[src/rtl/fdsti_info_reader.sv]
// fdsti_info_reader: drains per-lane target info FIFOs round-robin and expands
// each {fdssi, ssi, sti, len} entry into len output beats tagged with its lane.
// Latency: first beat one cycle after the pop; backpressure: m_ready stall holds all m_* stable.
//
// Ports:
//   clk, rst          clock, asynchronous active-high reset
//   s_info_valid/_ready/s_info   per-lane FIFO heads (lane j at [j*W +: W])
//   in_finish         upstream has written every entry (pulse or level)
//   m_valid/m_ready   output beat handshake
//   m_fdsti, m_fdssi, m_ssi, m_sti, m_blk, m_last   beat payload
//   done              input finished and every lane drained
module fdsti_info_reader #(
    parameter int O_TAM_WIDTH       = 2,
    parameter int I_FDSSI_WIDTH     = 12,
    parameter int I_SSI_WIDTH       = 8,
    parameter int I_STI_WIDTH       = 8,
    parameter int LWIDTH            = 32,
    parameter int T_INFO_DATA_WIDTH = I_FDSSI_WIDTH + I_SSI_WIDTH + I_STI_WIDTH + LWIDTH
) (
    input  logic                             clk,
    input  logic                             rst,
    input  logic [(2**O_TAM_WIDTH)-1:0]      s_info_valid,
    output logic [(2**O_TAM_WIDTH)-1:0]      s_info_ready,
    input  logic [(2**O_TAM_WIDTH)*T_INFO_DATA_WIDTH-1:0] s_info,
    input  logic                             in_finish,
    output logic                             m_valid,
    input  logic                             m_ready,
    output logic [O_TAM_WIDTH-1:0]           m_fdsti,
    output logic [I_FDSSI_WIDTH-1:0]         m_fdssi,
    output logic [I_SSI_WIDTH-1:0]           m_ssi,
    output logic [I_STI_WIDTH-1:0]           m_sti,
    output logic [LWIDTH-1:0]                m_blk,
    output logic                             m_last,
    output logic                             done
);

    localparam int T = 2 ** O_TAM_WIDTH;

    typedef enum logic {
        S_IDLE = 1'b0,
        S_EMIT = 1'b1
    } state_t;

    state_t                     r_state;
    state_t                     w_state_nxt;
    logic [O_TAM_WIDTH-1:0]     r_rr_ptr;
    logic [O_TAM_WIDTH-1:0]     r_fdsti;
    logic [I_FDSSI_WIDTH-1:0]   r_fdssi;
    logic [I_SSI_WIDTH-1:0]     r_ssi;
    logic [I_STI_WIDTH-1:0]     r_sti;
    logic [LWIDTH-1:0]          r_len;
    logic [LWIDTH-1:0]          r_blk;
    logic                       r_fin;
    logic                       r_done;

    logic                       w_gnt_vld;
    logic [O_TAM_WIDTH-1:0]     w_gnt;
    logic [O_TAM_WIDTH-1:0]     w_idx;
    logic [T_INFO_DATA_WIDTH-1:0] w_ent;
    logic [LWIDTH-1:0]          w_len;
    logic [I_STI_WIDTH-1:0]     w_sti;
    logic [I_SSI_WIDTH-1:0]     w_ssi;
    logic [I_FDSSI_WIDTH-1:0]   w_fdssi;
    logic                       w_take;
    logic                       w_beat;
    logic                       w_at_last;

    // Round-robin search: walk offsets from T-1 down to 0 so the lane closest
    // to r_rr_ptr (smallest offset) is the last, and therefore winning, write.
    always_comb begin
        w_gnt_vld = 1'b0;
        w_gnt     = '0;
        w_idx     = '0;
        for (int i = T - 1; i >= 0; i--) begin
            w_idx = r_rr_ptr + O_TAM_WIDTH'(i);
            if (s_info_valid[w_idx]) begin
                w_gnt_vld = 1'b1;
                w_gnt     = w_idx;
            end
        end
    end

    assign w_ent   = s_info[w_gnt*T_INFO_DATA_WIDTH +: T_INFO_DATA_WIDTH];
    assign w_len   = w_ent[LWIDTH-1:0];
    assign w_sti   = w_ent[LWIDTH +: I_STI_WIDTH];
    assign w_ssi   = w_ent[LWIDTH+I_STI_WIDTH +: I_SSI_WIDTH];
    assign w_fdssi = w_ent[LWIDTH+I_STI_WIDTH+I_SSI_WIDTH +: I_FDSSI_WIDTH];

    // Ready is only offered to a lane that is valid, so ready==handshake.
    assign w_take    = (r_state == S_IDLE) && w_gnt_vld;
    assign w_beat    = (r_state == S_EMIT) && m_ready;
    assign w_at_last = (r_blk == (r_len - LWIDTH'(1)));

    // Gated by rst so no pop is offered while the block is held in reset.
    always_comb begin
        s_info_ready = '0;
        if (!rst && w_take) begin
            s_info_ready[w_gnt] = 1'b1;
        end
    end

    always_ff @(posedge clk or posedge rst) begin
        if (rst) begin
            r_state <= S_IDLE;
        end else begin
            r_state <= w_state_nxt;
        end
    end

    always_comb begin
        w_state_nxt = r_state;
        case (r_state)
            S_IDLE: begin
                // A zero-length entry is popped and dropped without beats.
                if (w_take && (w_len != '0)) begin
                    w_state_nxt = S_EMIT;
                end
            end
            S_EMIT: begin
                if (w_beat && w_at_last) begin
                    w_state_nxt = S_IDLE;
                end
            end
            default: w_state_nxt = S_IDLE;
        endcase
    end

    always_ff @(posedge clk or posedge rst) begin
        if (rst) begin
            r_rr_ptr <= '0;
            r_fdsti  <= '0;
            r_fdssi  <= '0;
            r_ssi    <= '0;
            r_sti    <= '0;
            r_len    <= '0;
            r_blk    <= '0;
            r_fin    <= 1'b0;
            r_done   <= 1'b0;
        end else begin
            r_fin  <= r_fin | in_finish;
            r_done <= r_fin && (r_state == S_IDLE) && (s_info_valid == '0);
            if (w_take) begin
                r_fdsti  <= w_gnt;
                r_fdssi  <= w_fdssi;
                r_ssi    <= w_ssi;
                r_sti    <= w_sti;
                r_len    <= w_len;
                r_blk    <= '0;
                r_rr_ptr <= w_gnt + O_TAM_WIDTH'(1);
            end else if (w_beat && !w_at_last) begin
                r_blk <= r_blk + LWIDTH'(1);
            end
        end
    end

    assign m_valid = (r_state == S_EMIT);
    assign m_last  = (r_state == S_EMIT) && w_at_last;
    assign m_fdsti = r_fdsti;
    assign m_fdssi = r_fdssi;
    assign m_ssi   = r_ssi;
    assign m_sti   = r_sti;
    assign m_blk   = r_blk;
    assign done    = r_done;

endmodule
[config.mk]
export PLATFORM = sky130hd
export DESIGN_NAME = fdsti_info_reader
export DESIGN_NICKNAME = d
export VERILOG_FILES = /design/src/rtl/fdsti_info_reader.sv
export SDC_FILE = /design/constraint.sdc
export NUM_CORES = 1
export LEC_CHECK = 0
export CELL_PAD_IN_SITES_DETAIL_PLACEMENT = 0
export CELL_PAD_IN_SITES_GLOBAL_PLACEMENT = 1
export CORE_MARGIN = 2
export CORE_UTILIZATION = 31
export CTS_CLUSTER_DIAMETER = 200
export DETAILED_ROUTE_END_ITERATION = 16
export PLACE_DENSITY_LB_ADDON = 0.15
export SYNTH_ARGS = -nofsm -noshare
export SYNTH_HDL_FRONTEND = slang
export SYNTH_SLANG_ARGS = --single-unit
[constraint.sdc]
create_clock -name clk -period 5.5 [get_ports clk]
set_input_delay 1.1 -clock clk [delete_from_list [all_inputs] [get_ports clk]]
set_output_delay 1.1 -clock clk [all_outputs]
set_load 0.02 [all_outputs]
==> metrics.txt <==
RSZ-0062 raised after global routing=no; arrival time of data at the critical path endpoint=3.93 ns; worst IR drop on VDD=0.168 mV; part of the cycle the worst path needs=91.5%; final clock skew=0.00598 ns; Detailed Routing Iterations Pass 1=5; tightest slew margin relative to the limit=33.3%; wire length of the first global-routing pass=45400 um; largest stage delay on the critical path=0.71 ns; worst-skew pair later-pin latency=0.35 ns; Row Count=57; total wirelength of the detailed-routed design=29500 um; Data required, critical path=4.40 ns; number of routed nets with antenna violations=0; Setup Viol. Count Final=0; final max-slew violation count=0; top achievable clock speed=199 MHz; via count of the first global-routing pass=7803; Crit Path Max Fanout=8; Period minus WS final=5.03 ns; net total in the final layout=1524; TritonCTS clock tree=done; area taken by multi-input logic gates=4850 um2; average routed wire per standard cell=18.4 um; buffers and inverters on the worst path=1; Post-Synthesis Cells=1001; Total Routing Usage GR=22.6%; I/O pin count=317; number of library cell types mapped by synthesis=58; post-detail-place hpwl=23700 um; DR vias/cell=5.02; maximum number of buffers from clock root to sink=2; slowest CP cell=or4_1; delay-heaviest family, CP=simple AND/OR/NAND/NOR gates; initial antenna violation count=10; count of synthesis-stage warnings from yosys=0; parity-gate share of the synthesized area counting xor and xnor cells=4.58%; worst min-delay path class=reg2reg; max capacitance violation total=0; depth of the worst hold-timing path=1; Vert. Die Dim=161 um; commonest register cell after synthesis=dfrtp_1; async set-or-reset flop fraction in the synthesized netlist=100%; number of cells traversed by the worst register-to-register path=10; maximum number of pins on one net before global-route repair=90; floorplan die width=161 um; leakage power of the design=4.81 nW; adder-cell share of the synthesized area=0.981%; CTS buffer count=9; final RePlAce weighted congestion=0.863; crit path capture type=output pin; signed area change from the synthesized netlist to the final layout=49.1%; synthesized area=7650 um2; post-placement setup slack=0.886 ns; commonest cells after routing, fill and taps aside=clkdlybuf4s50_1 (316), nand2_1 (282), o21ai_0 (104); area share of the largest cell type after synthesis=32.4%; # DRC=0; clock sinks=99; fraction of the mapped netlist area in simple logic gates=32.3%; post-cts repair resize count=0; most common cell after layout, fill and taps aside=clkdlybuf4s50_1; power density over the cells=319 nW/um2; number of flip-flops and latches in the synthesized netlist=99; count of fill cells added during filler insertion=2496; proportion of synthesized chip area in sequential cells=32.4%; Clk Tree Root Cell=clkbuf_16; Register Area=2480 um2; Setup CP Type=reg2out; worst hold margin=0.467 ns; status=finished clean; main combinational cell family by area after synthesis=simple AND/OR/NAND/NOR gates; series of cell instances along the critical path=or4_1 > o31a_1 > or4_1 > nand3_1 > and4_1 > nand4_1 > nor4b_1 > clkdlybuf4s50_1; Post-Synthesis Mean Instance Area=7.64 um2; H-Tree Level Count=3; synth top area cells=dfrtp_1 (32%), nand2_1 (14%), mux2i_1 (7.7%), o21ai_0 (6.8%), mux2_2 (4.0%); Synth Area in Compound Gates=13.4%; Clk pin slew, worst setup/hold paths=0.07 ns; category of the worst setup path launch point=flip-flop; synthesized net count=1255; routed vias=8044; final worst-path setup slack=0.468 ns; count of endpoints failing hold in the final timing report=0; measured slew at the worst slew-check pin=1.00 ns; Core Region=24200 um2; starting density of the core=31.6%; Remaining Overflow, GRT=0; most frequent cell on the critical path=or4_1; Yosys top cell by area=dfrtp_1; number of buffers inserted for hold repair after clock tree synthesis=0; setup TNS=0 ns; Post-synth EDFFs=0; port buffer count=316; number of setup buffers added after CTS=0; fraction of layout cells with a size suffix above 1=5.49%; mux share of post-synthesis cell area=11.8%; Die Footprint=26000 um2; path length in cells of the critical path=8; violation count after the first detailed-route iteration=368
[stage by stage]
step	total power, mW	util, %	cell area [um2]	instances
after floorplan	2.16	-	7650	1001
after global placement	2.87	45.5	11000	1583
after detailed placement	2.87	45.5	11000	1583
after CTS	3.67	47.0	11400	1599
after global routing	3.91	47.0	11400	1601
final	3.63	47.1	11400	1603
[cell families after synthesis]
kind of cell	count (synthesis)
AOI/OAI and AO/OA	179
xor gates and xnor gates	40
adders and majority gates	6
buffers and inverters	81
DFF	99
muxes	87
and+or+nand+nor	509
[area by class of cell]
type                            count  area share (%)
Sequential cell                    99            21.7
Inverter                           12           0.417
Clock buffer                        9            1.97
Clock inverter                      7            1.22
Antenna cell                        4          0.0877
Timing Repair Buffer              327            28.6
Tap cell                          324            3.55
Multi-Input combinational cell    821            42.5
[where the power goes]
| group | switching, mW | total [mW] | internal [mW] |
|---|---|---|---|
| sequential | 0.231 | 1.13 | 0.898 |
| combinational | 0.918 | 1.72 | 0.801 |
| clock | 0.295 | 0.786 | 0.491 |
| total | 1.44 | 3.63 | 2.19 |
[synth_stat cells (17+ instances only)]
master	count
o21ai_0	104
clkbuf_1	46
nor3_1	18
nor2_1	18
xor2_1	19
nand2_1	282
nand3_1	50
xnor2_1	21
nand4_1	22
or3_1	17
dfrtp_1	99
mux2_2	27
mux2i_1	59
and3_1	20
a21oi_1	26
[path summary, 6_finish.rpt]
kind | to | slack (ns) | startpoint
worst max-delay path | m_last | 0.47 | r_len[3]$_DFFE_PP0P_
worst min-delay path | r_fin$_DFF_PP0_ | 0.47 | r_fin$_DFF_PP0_
worst max register to register | m_blk[17]$_DFFE_PP0P_ | 1.34 | r_len[3]$_DFFE_PP0P_
worst min register to register | r_fin$_DFF_PP0_ | 0.47 | r_fin$_DFF_PP0_
max in group asynchronous | r_len[30]$_DFFE_PP0P_ | 3.17 | rst
min in group asynchronous | m_sti[3]$_DFFE_PP0P_ | 1.11 | rst
[sequential cells by signal (all words and copies together), names as in the netlist]
signal    flops
m_valid       1
m_ssi         8
m_blk        32
r_fin         1
m_sti         8
m_fdsti       2
done          1
r_len        32
m_fdssi      12
r_rr_ptr      2
[worst reg2reg max path: cells and delay by family, from the launching register on]
| kind | cells | cell delay (ns) |
|---|---|---|
| AOI/OAI and AO/OA | 1 | 0.34 |
| buffers and inverters | 1 | 0.40 |
| DFF | 1 | 0.48 |
| muxes | 1 | 0.15 |
| and+or+nand+nor | 7 | 2.66 |
[routing by layer]
layer	track usage (%)	wire (um)
met5	0	80
met4	5.68	567
met3	7.58	2330
met2	38.7	14300
met1	27.2	12200
(Power assumes the default switching activity.)
==> edit (same settings) <==
The parameter `LWIDTH` goes from 32 to 48.
--- a/src/rtl/fdsti_info_reader.sv
+++ b/src/rtl/fdsti_info_reader.sv
@@ -14,7 +14,7 @@
     parameter int I_FDSSI_WIDTH     = 12,
     parameter int I_SSI_WIDTH       = 8,
     parameter int I_STI_WIDTH       = 8,
-    parameter int LWIDTH            = 32,
+    parameter int LWIDTH            = 48,
     parameter int T_INFO_DATA_WIDTH = I_FDSSI_WIDTH + I_SSI_WIDTH + I_STI_WIDTH + LWIDTH
 ) (
     input  logic                             clk,
Interface: changed (resized m_blk and s_info); port bits go from 317 to 397. The function was not compared with the original's and may differ.
==> edit against the original RTL <==
Sequential cell count up 32. Cell area up 35%. Critical path type unchanged. Count of clock-buffer cells in the layout up 8. Clock skew up 0.011 ns. Combinational power up 51%. Power up 50%. Hold slack better by 0.0061 ns. Area after synthesis up 35%. Worst setup slack worse by 0.21 ns. Wire length up 63%. Largest power group unchanged. Synthesized cell count up 35%.
==> edit: results (changes against the original RTL) <==
.. list-table::
   :header-rows: 1

   * - Metric
     - Value
   * - Clock latency of the later-clocked register in the worst-skew pair
     - 0.44 ns (+0.09 ns)
   * - Syn Nets
     - 1669 (+33%)
   * - Critical path arrival
     - 4.14 ns (+0.21 ns)
   * - HPWL after detailed placement
     - 38100 um (+61%)
   * - Gpl congestion
     - 0.900 (+4.3%)
   * - M1 wire length
     - 20300 um (+66%)
   * - Top fanout value on the critical path
     - 9 (+1)
   * - Via/cell ratio
     - 5.49 (+9.3%)
   * - Number of cells after detailed placement
     - 2119 (+34%)
   * - Sequential fraction of the synthesis area
     - 31.7% (-0.66 points)
   * - Cell types with the highest counts after synthesis
     - sky130_fd_sc_hd__nand2_1, sky130_fd_sc_hd__dfrtp_1, sky130_fd_sc_hd__nand3_1
   * - Reg2reg path depth
     - 12 (+2)
   * - Share of final-layout standard cells stronger than drive strength 1
     - 8.25% (+2.8 points)
   * - Routed wire length on met2
     - 24000 um (+68%)
   * - Number of instances in the synthesized netlist
     - 1351 (+35%)
   * - Pin count of the biggest net entering global routing
     - 85 (-5.6%)
   * - Antenna violations before repair
     - 2 (-8)
   * - Global-route total usage across every layer
     - 27.1% (+4.5 points)
   * - Worst R2R End
     - m_blk[42]
   * - Met3 wirelength from detailed routing
     - 2900 um (+24%)
   * - Drt wl/cell
     - 22.3 um (+21%)
   * - Status
     - finished, final reports clean
   * - Leakage
     - 6.05 nW (+26%)
   * - Wire length of the first global-routing pass
     - 72700 um (+60%)
   * - Fill count
     - 3316 (+33%)
   * - CTS H-Tree Depth
     - 4 (+1)
   * - TritonCTS buffer count
     - 17 (+8)
   * - Post-synth cell types
     - 60 (+3.4%)
   * - Layout Nets
     - 2015 (+32%)
   * - Minimum setup slack among reg-to-reg paths
     - 1.18 ns (-0.16 ns)
   * - Slowest stage cell, crit path
     - sky130_fd_sc_hd__clkdlybuf4s50_1
   * - Slowest cell delay on critical path
     - 0.62 ns (-0.09 ns)
   * - Post-route insts no fill
     - 2153 (+34%)
   * - Launch point of the worst reg-to-reg path
     - r_len[0]
   * - Count of port buffers added during placement
     - 396 (+25%)
edit: repair_timing:
action	in CTS	in global routing
setup endpoints to repair	1	1
hold endpoints to repair	0	0
pin swaps	0	1
setup buffers	0	1
hold buffers	0	0
gates resized for setup	1	4
edit: power breakdown:
group	switching (W)	internal (W)
sequential	0.000449	0.00123
clock	0.000505	0.000680
combinational	0.00148	0.00112
edit: layer usage:
| layer | vias up | global-route usage, % |
|---|---|---|
| met2 | 416 | 48.0 |
| met5 | - | 0 |
| met1 | 5699 | 34.0 |
| met3 | 50 | 5.57 |
| met4 | 2 | 5.59 |
| li1 | 5647 | - |
edit: per-stage QoR:
step	hold slack [ns]	area [um2]	worst slack, ns
final	0.473	15400	0.259
after global routing	0.494	15400	0.00176
after CTS	0.475	15300	0.0144
after detailed placement	0.453	14700	0.371
after global placement	0.448	14700	0.491
after floorplan	0.428	10300	0.756
edit: logic make-up after synthesis:
family / Yosys count / share of synthesized area, %
buf+inv: 119 / 4.80
simple gates: 718 / 34.9
compound gates: 246 / 15.4
fa+ha+maj: 6 / 0.726
mux: 66 / 6.98
flops: 131 / 31.7
xor+xnor: 65 / 5.51
edit: worst min path at each step:
stage	startpoint	cells past startpoint	end	slack, ns
finish	r_fin	1	r_fin	0.47
global placement	r_fin	1	r_fin	0.45
CTS	r_fin	1	r_fin	0.47
global route	r_fin	1	r_fin	0.49
floorplan	r_fin	1	r_fin	0.43
detailed placement	r_fin	1	r_fin	0.45
edit: area by class of cell:
class                   instances  area (um2)  share of cell area (%)
repair buffers                432        4260                    27.7
diodes                          1        2.50                  0.0163
well taps                     442         553                    3.60
clock buffers                  17         425                    2.77
multi-input cells            1101        6610                    43.1
inverters                      14        61.3                   0.399
flip-flops and latches        131        3280                    21.3
clock inverters                15         169                    1.10
